## src/rtl/fp_addsub_arbiter.sv

```systemverilog
// Round-robin arbiter that shares one external combinational float32 add/sub unit.
// Define FP_ARB_STATS_EN to add the op_count / stall_count statistics outputs.
module fp_addsub_arbiter #(
  parameter int NUM_REQ = 4,
  parameter int ID_W    = 2
) (
  input  logic                  clk,
  input  logic                  rst_n,
  input  logic [NUM_REQ-1:0]    req_valid,
  output logic [NUM_REQ-1:0]    req_ready,
  input  logic [32*NUM_REQ-1:0] req_a,
  input  logic [32*NUM_REQ-1:0] req_b,
  input  logic [NUM_REQ-1:0]    req_sbar,
  output logic [31:0]           au_a,
  output logic [31:0]           au_b,
  output logic                  au_sbar,
  input  logic [31:0]           au_c,
  output logic                  rsp_valid,
  input  logic                  rsp_ready,
  output logic [ID_W-1:0]       rsp_id,
  output logic [31:0]           rsp_data
`ifdef FP_ARB_STATS_EN
  ,
  output logic [15:0]           op_count,
  output logic [15:0]           stall_count
`endif
);

  localparam logic [1:0] ST_IDLE = 2'd0;
  localparam logic [1:0] ST_EXEC = 2'd1;
  localparam logic [1:0] ST_RESP = 2'd2;

  logic [1:0]      state_q, state_d;
  logic [ID_W-1:0] ptr_q, ptr_d;
  logic [ID_W-1:0] gnt_q, gnt_d;
  logic [31:0]     au_a_q, au_a_d;
  logic [31:0]     au_b_q, au_b_d;
  logic            au_sbar_q, au_sbar_d;
  logic            rsp_valid_q, rsp_valid_d;
  logic [ID_W-1:0] rsp_id_q, rsp_id_d;
  logic [31:0]     rsp_data_q, rsp_data_d;

  logic            any_req_s;
  logic            grant_s;
  logic [ID_W-1:0] pick_s;
  logic [ID_W-1:0] ptr_inc_s;
  logic [31:0]     sel_a_s, sel_b_s;
  logic            sel_sbar_s;

  // Valid requester with the smallest circular distance from the pointer wins.
  function automatic logic [ID_W-1:0] rr_pick(input logic [NUM_REQ-1:0] v,
                                               input logic [ID_W-1:0]    p);
    int   best_d;
    int   d;
    logic take;
    rr_pick = '0;
    best_d  = NUM_REQ;
    for (int j = 0; j < NUM_REQ; j++) begin
      d       = (j + NUM_REQ - int'(p)) % NUM_REQ;
      take    = v[j] && (d < best_d);
      best_d  = take ? d : best_d;
      rr_pick = take ? ID_W'(j) : rr_pick;
    end
  endfunction

  // Arbitration and operand selection for the current IDLE cycle.
  always_comb begin
    any_req_s  = |req_valid;
    pick_s     = rr_pick(req_valid, ptr_q);
    sel_a_s    = 32'h0000_0000;
    sel_b_s    = 32'h0000_0000;
    sel_sbar_s = 1'b0;
    for (int i = 0; i < NUM_REQ; i++) begin
      sel_a_s    = sel_a_s    | ((pick_s == ID_W'(i)) ? req_a[32*i +: 32] : 32'h0000_0000);
      sel_b_s    = sel_b_s    | ((pick_s == ID_W'(i)) ? req_b[32*i +: 32] : 32'h0000_0000);
      sel_sbar_s = sel_sbar_s | ((pick_s == ID_W'(i)) ? req_sbar[i]       : 1'b0);
    end
  end

  // Gated by rst_n so no grant is visible while reset is held.
  assign grant_s   = rst_n && (state_q == ST_IDLE) && any_req_s;
  assign req_ready = grant_s ? ({{(NUM_REQ-1){1'b0}}, 1'b1} << pick_s) : {NUM_REQ{1'b0}};
  assign ptr_inc_s = (gnt_q == ID_W'(NUM_REQ-1)) ? {ID_W{1'b0}} : gnt_q + ID_W'(1);

  // Next-state logic for the IDLE -> EXEC -> RESP sequence.
  always_comb begin
    state_d     = state_q;
    ptr_d       = ptr_q;
    gnt_d       = gnt_q;
    au_a_d      = au_a_q;
    au_b_d      = au_b_q;
    au_sbar_d   = au_sbar_q;
    rsp_valid_d = rsp_valid_q;
    rsp_id_d    = rsp_id_q;
    rsp_data_d  = rsp_data_q;
    case (state_q)
      ST_IDLE: begin
        if (any_req_s) begin
          au_a_d    = sel_a_s;
          au_b_d    = sel_b_s;
          au_sbar_d = sel_sbar_s;
          gnt_d     = pick_s;
          state_d   = ST_EXEC;
        end else begin
          state_d   = ST_IDLE;
        end
      end
      ST_EXEC: begin
        rsp_data_d  = au_c;
        rsp_id_d    = gnt_q;
        rsp_valid_d = 1'b1;
        state_d     = ST_RESP;
      end
      ST_RESP: begin
        if (rsp_ready) begin
          rsp_valid_d = 1'b0;
          ptr_d       = ptr_inc_s;
          state_d     = ST_IDLE;
        end else begin
          state_d     = ST_RESP;
        end
      end
      default: begin
        rsp_valid_d = 1'b0;
        state_d     = ST_IDLE;
      end
    endcase
  end

  // State and datapath registers.
  always_ff @(posedge clk or negedge rst_n) begin
    if (!rst_n) begin
      state_q     <= ST_IDLE;
      ptr_q       <= {ID_W{1'b0}};
      gnt_q       <= {ID_W{1'b0}};
      au_a_q      <= 32'h0000_0000;
      au_b_q      <= 32'h0000_0000;
      au_sbar_q   <= 1'b0;
      rsp_valid_q <= 1'b0;
      rsp_id_q    <= {ID_W{1'b0}};
      rsp_data_q  <= 32'h0000_0000;
    end else begin
      state_q     <= state_d;
      ptr_q       <= ptr_d;
      gnt_q       <= gnt_d;
      au_a_q      <= au_a_d;
      au_b_q      <= au_b_d;
      au_sbar_q   <= au_sbar_d;
      rsp_valid_q <= rsp_valid_d;
      rsp_id_q    <= rsp_id_d;
      rsp_data_q  <= rsp_data_d;
    end
  end

  assign au_a      = au_a_q;
  assign au_b      = au_b_q;
  assign au_sbar   = au_sbar_q;
  assign rsp_valid = rsp_valid_q;
  assign rsp_id    = rsp_id_q;
  assign rsp_data  = rsp_data_q;

`ifdef FP_ARB_STATS_EN
  logic [15:0] op_count_q, op_count_d;
  logic [15:0] stall_count_q, stall_count_d;

  // op_count wraps naturally; stall_count saturates.
  always_comb begin
    op_count_d    = op_count_q;
    stall_count_d = stall_count_q;
    if (rsp_valid_q && rsp_ready) begin
      op_count_d = op_count_q + 16'd1;
    end else begin
      op_count_d = op_count_q;
    end
    if (any_req_s && !(|req_ready) && (stall_count_q != 16'hFFFF)) begin
      stall_count_d = stall_count_q + 16'd1;
    end else begin
      stall_count_d = stall_count_q;
    end
  end

  // Statistics registers.
  always_ff @(posedge clk or negedge rst_n) begin
    if (!rst_n) begin
      op_count_q    <= 16'h0000;
      stall_count_q <= 16'h0000;
    end else begin
      op_count_q    <= op_count_d;
      stall_count_q <= stall_count_d;
    end
  end

  assign op_count    = op_count_q;
  assign stall_count = stall_count_q;
`endif

endmodule

```

## config.mk

```make
export PLATFORM = sky130hd
export DESIGN_NAME = fp_addsub_arbiter
export DESIGN_NICKNAME = d
export VERILOG_FILES = /design/src/rtl/fp_addsub_arbiter.sv
export SDC_FILE = /design/constraint.sdc
export NUM_CORES = 1
export LEC_CHECK = 0
export CAP_MARGIN = 20
export CORE_AREA = 4 4 155 157
export CTS_BUF_LIST = sky130_fd_sc_hd__clkbuf_2
export CTS_CLUSTER_SIZE = 25
export DETAILED_ROUTE_END_ITERATION = 10
export DIE_AREA = 0 0 159 161
export MAX_ROUTING_LAYER = met4
export PLACE_DENSITY = 0.71
export SYNTH_ARGS = -nofsm -noshare
export SYNTH_HDL_FRONTEND = slang
export SYNTH_SLANG_ARGS = --single-unit
```

## constraint.sdc

```tcl
create_clock -name clk -period 3.7 [get_ports clk]
set_clock_uncertainty 0.05 [all_clocks]
set_input_delay 0.555 -clock clk [delete_from_list [all_inputs] [get_ports clk]]
set_output_delay 0.555 -clock clk [all_outputs]
set_load 0.01 [all_outputs]
```

==> flow_summary.ini <==
[setup_path]
worstPathArrival_ns = 3.54
cpPeakStageDelay_ns = 0.52
path_delay_family = simple AND/OR/NAND/NOR gates
r2r_setup_slack_ns = 0.08
worstPathCellList = nand2b_4, nor2_2, o21ai_1, o31a_1, ha_4, or3_4, nand2_2, nand2_2, a21o_1, ha_4, o221ai_4, a22oi_2, nand3_2, buf_6, nor2b_4, buf_6
critPathLaunchType = flip-flop
crit_type = flip-flop to output pin
crit_fanout = 5
cp.required_ns = 3.09
critPathBufInv = 2
cpMaxStageDelayCell = dfrtp_2
timing.critical_path.to_type = output pin

[drt]
drc_errors = 0
firstDrtPassIters = 4
wl_per_cell_microns = 19.1
routed_wl_microns = 24400
via_per_inst = 4.89
vias = 6232
first_iter_violations = 298
antenna_left = 0

[cts]
numCtsBuffers = 9
cts_sinks = 106
worstSkewPairLatency_ns = 0.61
cts_tree = yes
htree_levels = 3
clk_pin_slew_ns = 0.30
cts_root_buffer = clkbuf_2
cts.path.max_buffers = 2

[power_and_ir_drop]
power-per-cell-area_nw_per_um2 = 792
ir_worst_vdd_v = 0.000567
p_leak_nw = 4.09

[logic_synthesis]
synth_top_cell_by_area = dfrtp_1
synth_top_cell_area_share = 0.468
synth_top_flop_cell = dfrtp_1
synth.distinct_cells = 37
synthMostInstantiatedCell = dfrtp_1
synth-edff-count = 0
synth_area_leaders = dfrtp_1 47%, a22o_1 10%, a211oi_1 8.6%
synthAdderAreaFrac = 0.00663
syn_area_sq_um = 5660
synthCells = 576
synth_nets = 878
synth_commonest_cells = 106 x dfrtp_1, 71 x o21ai_0, 70 x nand2_1
avgSynthCellArea_sq_um = 9.83
synth_xor_area_frac = 0.00155
synthMuxAreaShare = 0.0696
async_flop_share = 1.00
synth_top_family_by_area = compound AO/OA/AOI/OAI gates
ys_seq_area_frac = 0.468
synthSimpleGateAreaFrac = 0.0672
synth-compound-area-share = 0.328
ys_seq_elements = 106
yosysWarnings = 0

[sta]
post-route-period-util = 1.12
max_slew_margin = 0.330
period_needed_ns = 4.15
slew_viol_final = 0
fin_worst_hold_slack_ns = 0.334
finalWorstSetupSlack_ns = -0.449
final_hold_viol_count = 0
fmax_ghz = 0.241
worst_slew_pin_slew_ns = 1.00
rsz0062_at_grt = true
setup_viol = 4

[floorplanning]
pin_count = 403
die_h_microns = 161
core-area_sq_um = 22500
die_w_microns = 159
initial_core_util = 0.252
die_area_sq_um = 25600
fp-row-count = 55

[cells_and_area]
syn2layout_area_growth_pct = 84.1
fin_area_sq_um = 10400
layout.nets = 1284
drive_gt1_frac = 0.135
fill_cells = 2148

[global_route]
grt_pass1_vias = 6472
antenna_found_initial = 2
grt_pass1_wl_microns = 36700
grt-ovfl-total = 0
track_usage = 0.185
grt_max_degree = 68

[worst_hold_path]
hold_path.class = primary input to async pin

[outcome]
violations = negative setup slack
outcome = finished, violations left

[place]
gp_routability_congestion = 0.859
placed_area_sq_um = 10100
dp_hpwl_microns = 18400
io_buffer_count = 402

[job]
drv_cap = 0
[routing by layer]
layer	track usage	routed length [microns]	up-vias
li1	-	-	2964
met1	0.212	9560	2958
met2	0.329	12500	283
met3	0.0434	1840	27
met4	0.0410	419	0
met5	-	0	-
[sequential cells by signal, summed over array words and instances, names as in the netlist]
name       count
au_a          32
au_b          32
rsp_data      32
gnt_q          2
ptr_q          2
rsp_id         2
state_q        2
au_sbar        1
rsp_valid      1
[stage by stage]
step	TNS (ns)	setup WS (ns)	instances	power (mW)	util
after floorplan	0	0.0444	576	4.94	-
after global routing	-2.68	-0.669	1274	8.92	0.463
final	-1.65	-0.449	1274	8.25	0.463
after global placement	-11.13	-0.703	1242	7.28	0.447
after detailed placement	-16.52	-0.738	1242	7.39	0.447
after CTS	-1.66	-0.455	1268	8.12	0.456
[logic make-up after synthesis]
family / count (synthesis)
fa+ha+maj: 3
xor+xnor: 1
buf+inv: 60
flops: 106
compound gates: 278
simple gates: 93
mux: 35
[worst paths after layout]
| kind | startpoint | end | cells past startpoint |
|---|---|---|---|
| max | ptr_q[1] | req_ready[1] | 16 |
| min | rst_n | gnt_q[0] | 2 |
| max reg2reg | ptr_q[1] | au_a[2] | 18 |
| min reg2reg | au_b[19] | au_b[19] | 2 |
| max in group asynchronous | rst_n | au_a[8] | 4 |
| min in group clk | req_b[103] | au_b[7] | 3 |
[cell usage in the layout, fill, tap and decap left out, drive strengths merged, types with 2 or more instances in the layout]
| cell | Yosys | final |
|---|---|---|
| a21o | 2 | 2 |
| clkbuf | 24 | 9 |
| ha | 3 | 3 |
| clkdlybuf4s50 | 0 | 397 |
| a22o | 66 | 66 |
| diode | 0 | 2 |
| a211oi | 65 | 65 |
| nor2b | 4 | 4 |
| nor3 | 3 | 3 |
| dfrtp | 106 | 106 |
| buf | 31 | 52 |
| a21oi | 2 | 2 |
| o21ai | 133 | 133 |
| nand2 | 70 | 70 |
| mux2 | 35 | 35 |
| clkinv | 0 | 4 |
| inv | 5 | 8 |
| nor2 | 11 | 11 |
[area by class of cell]
class                      instances  area (sq um)  share of cell area
sequential                       106          2660               0.255
multi-input combinational        410          2840               0.273
clock inverter                     7          60.1             0.00576
inverter                           5          18.8             0.00180
antenna                            2          5.00            0.000480
clock buffer                       9          45.0             0.00432
timing repair buffer             450          4440               0.426
tap                              285           357              0.0342
[timing repair]
| action | in CTS | in global routing |
|---|---|---|
| pin swaps | 6 | 6 |
| setup buffers | 9 | 4 |
| hold endpoints to repair | 34 | 0 |
| hold buffers | 1 | 0 |
| endpoints found under the setup margin | 4 | 58 |
| gates resized for setup | 26 | 28 |
[where the power goes]
part / leakage [nW] / switching, mW / internal, mW
clock: 0.0693 / 0.440 / 0.105
sequential: 1.27 / 0.332 / 1.76
combinational: 2.75 / 2.75 / 2.87
Note: power is estimated with default switching activity, not from simulation.
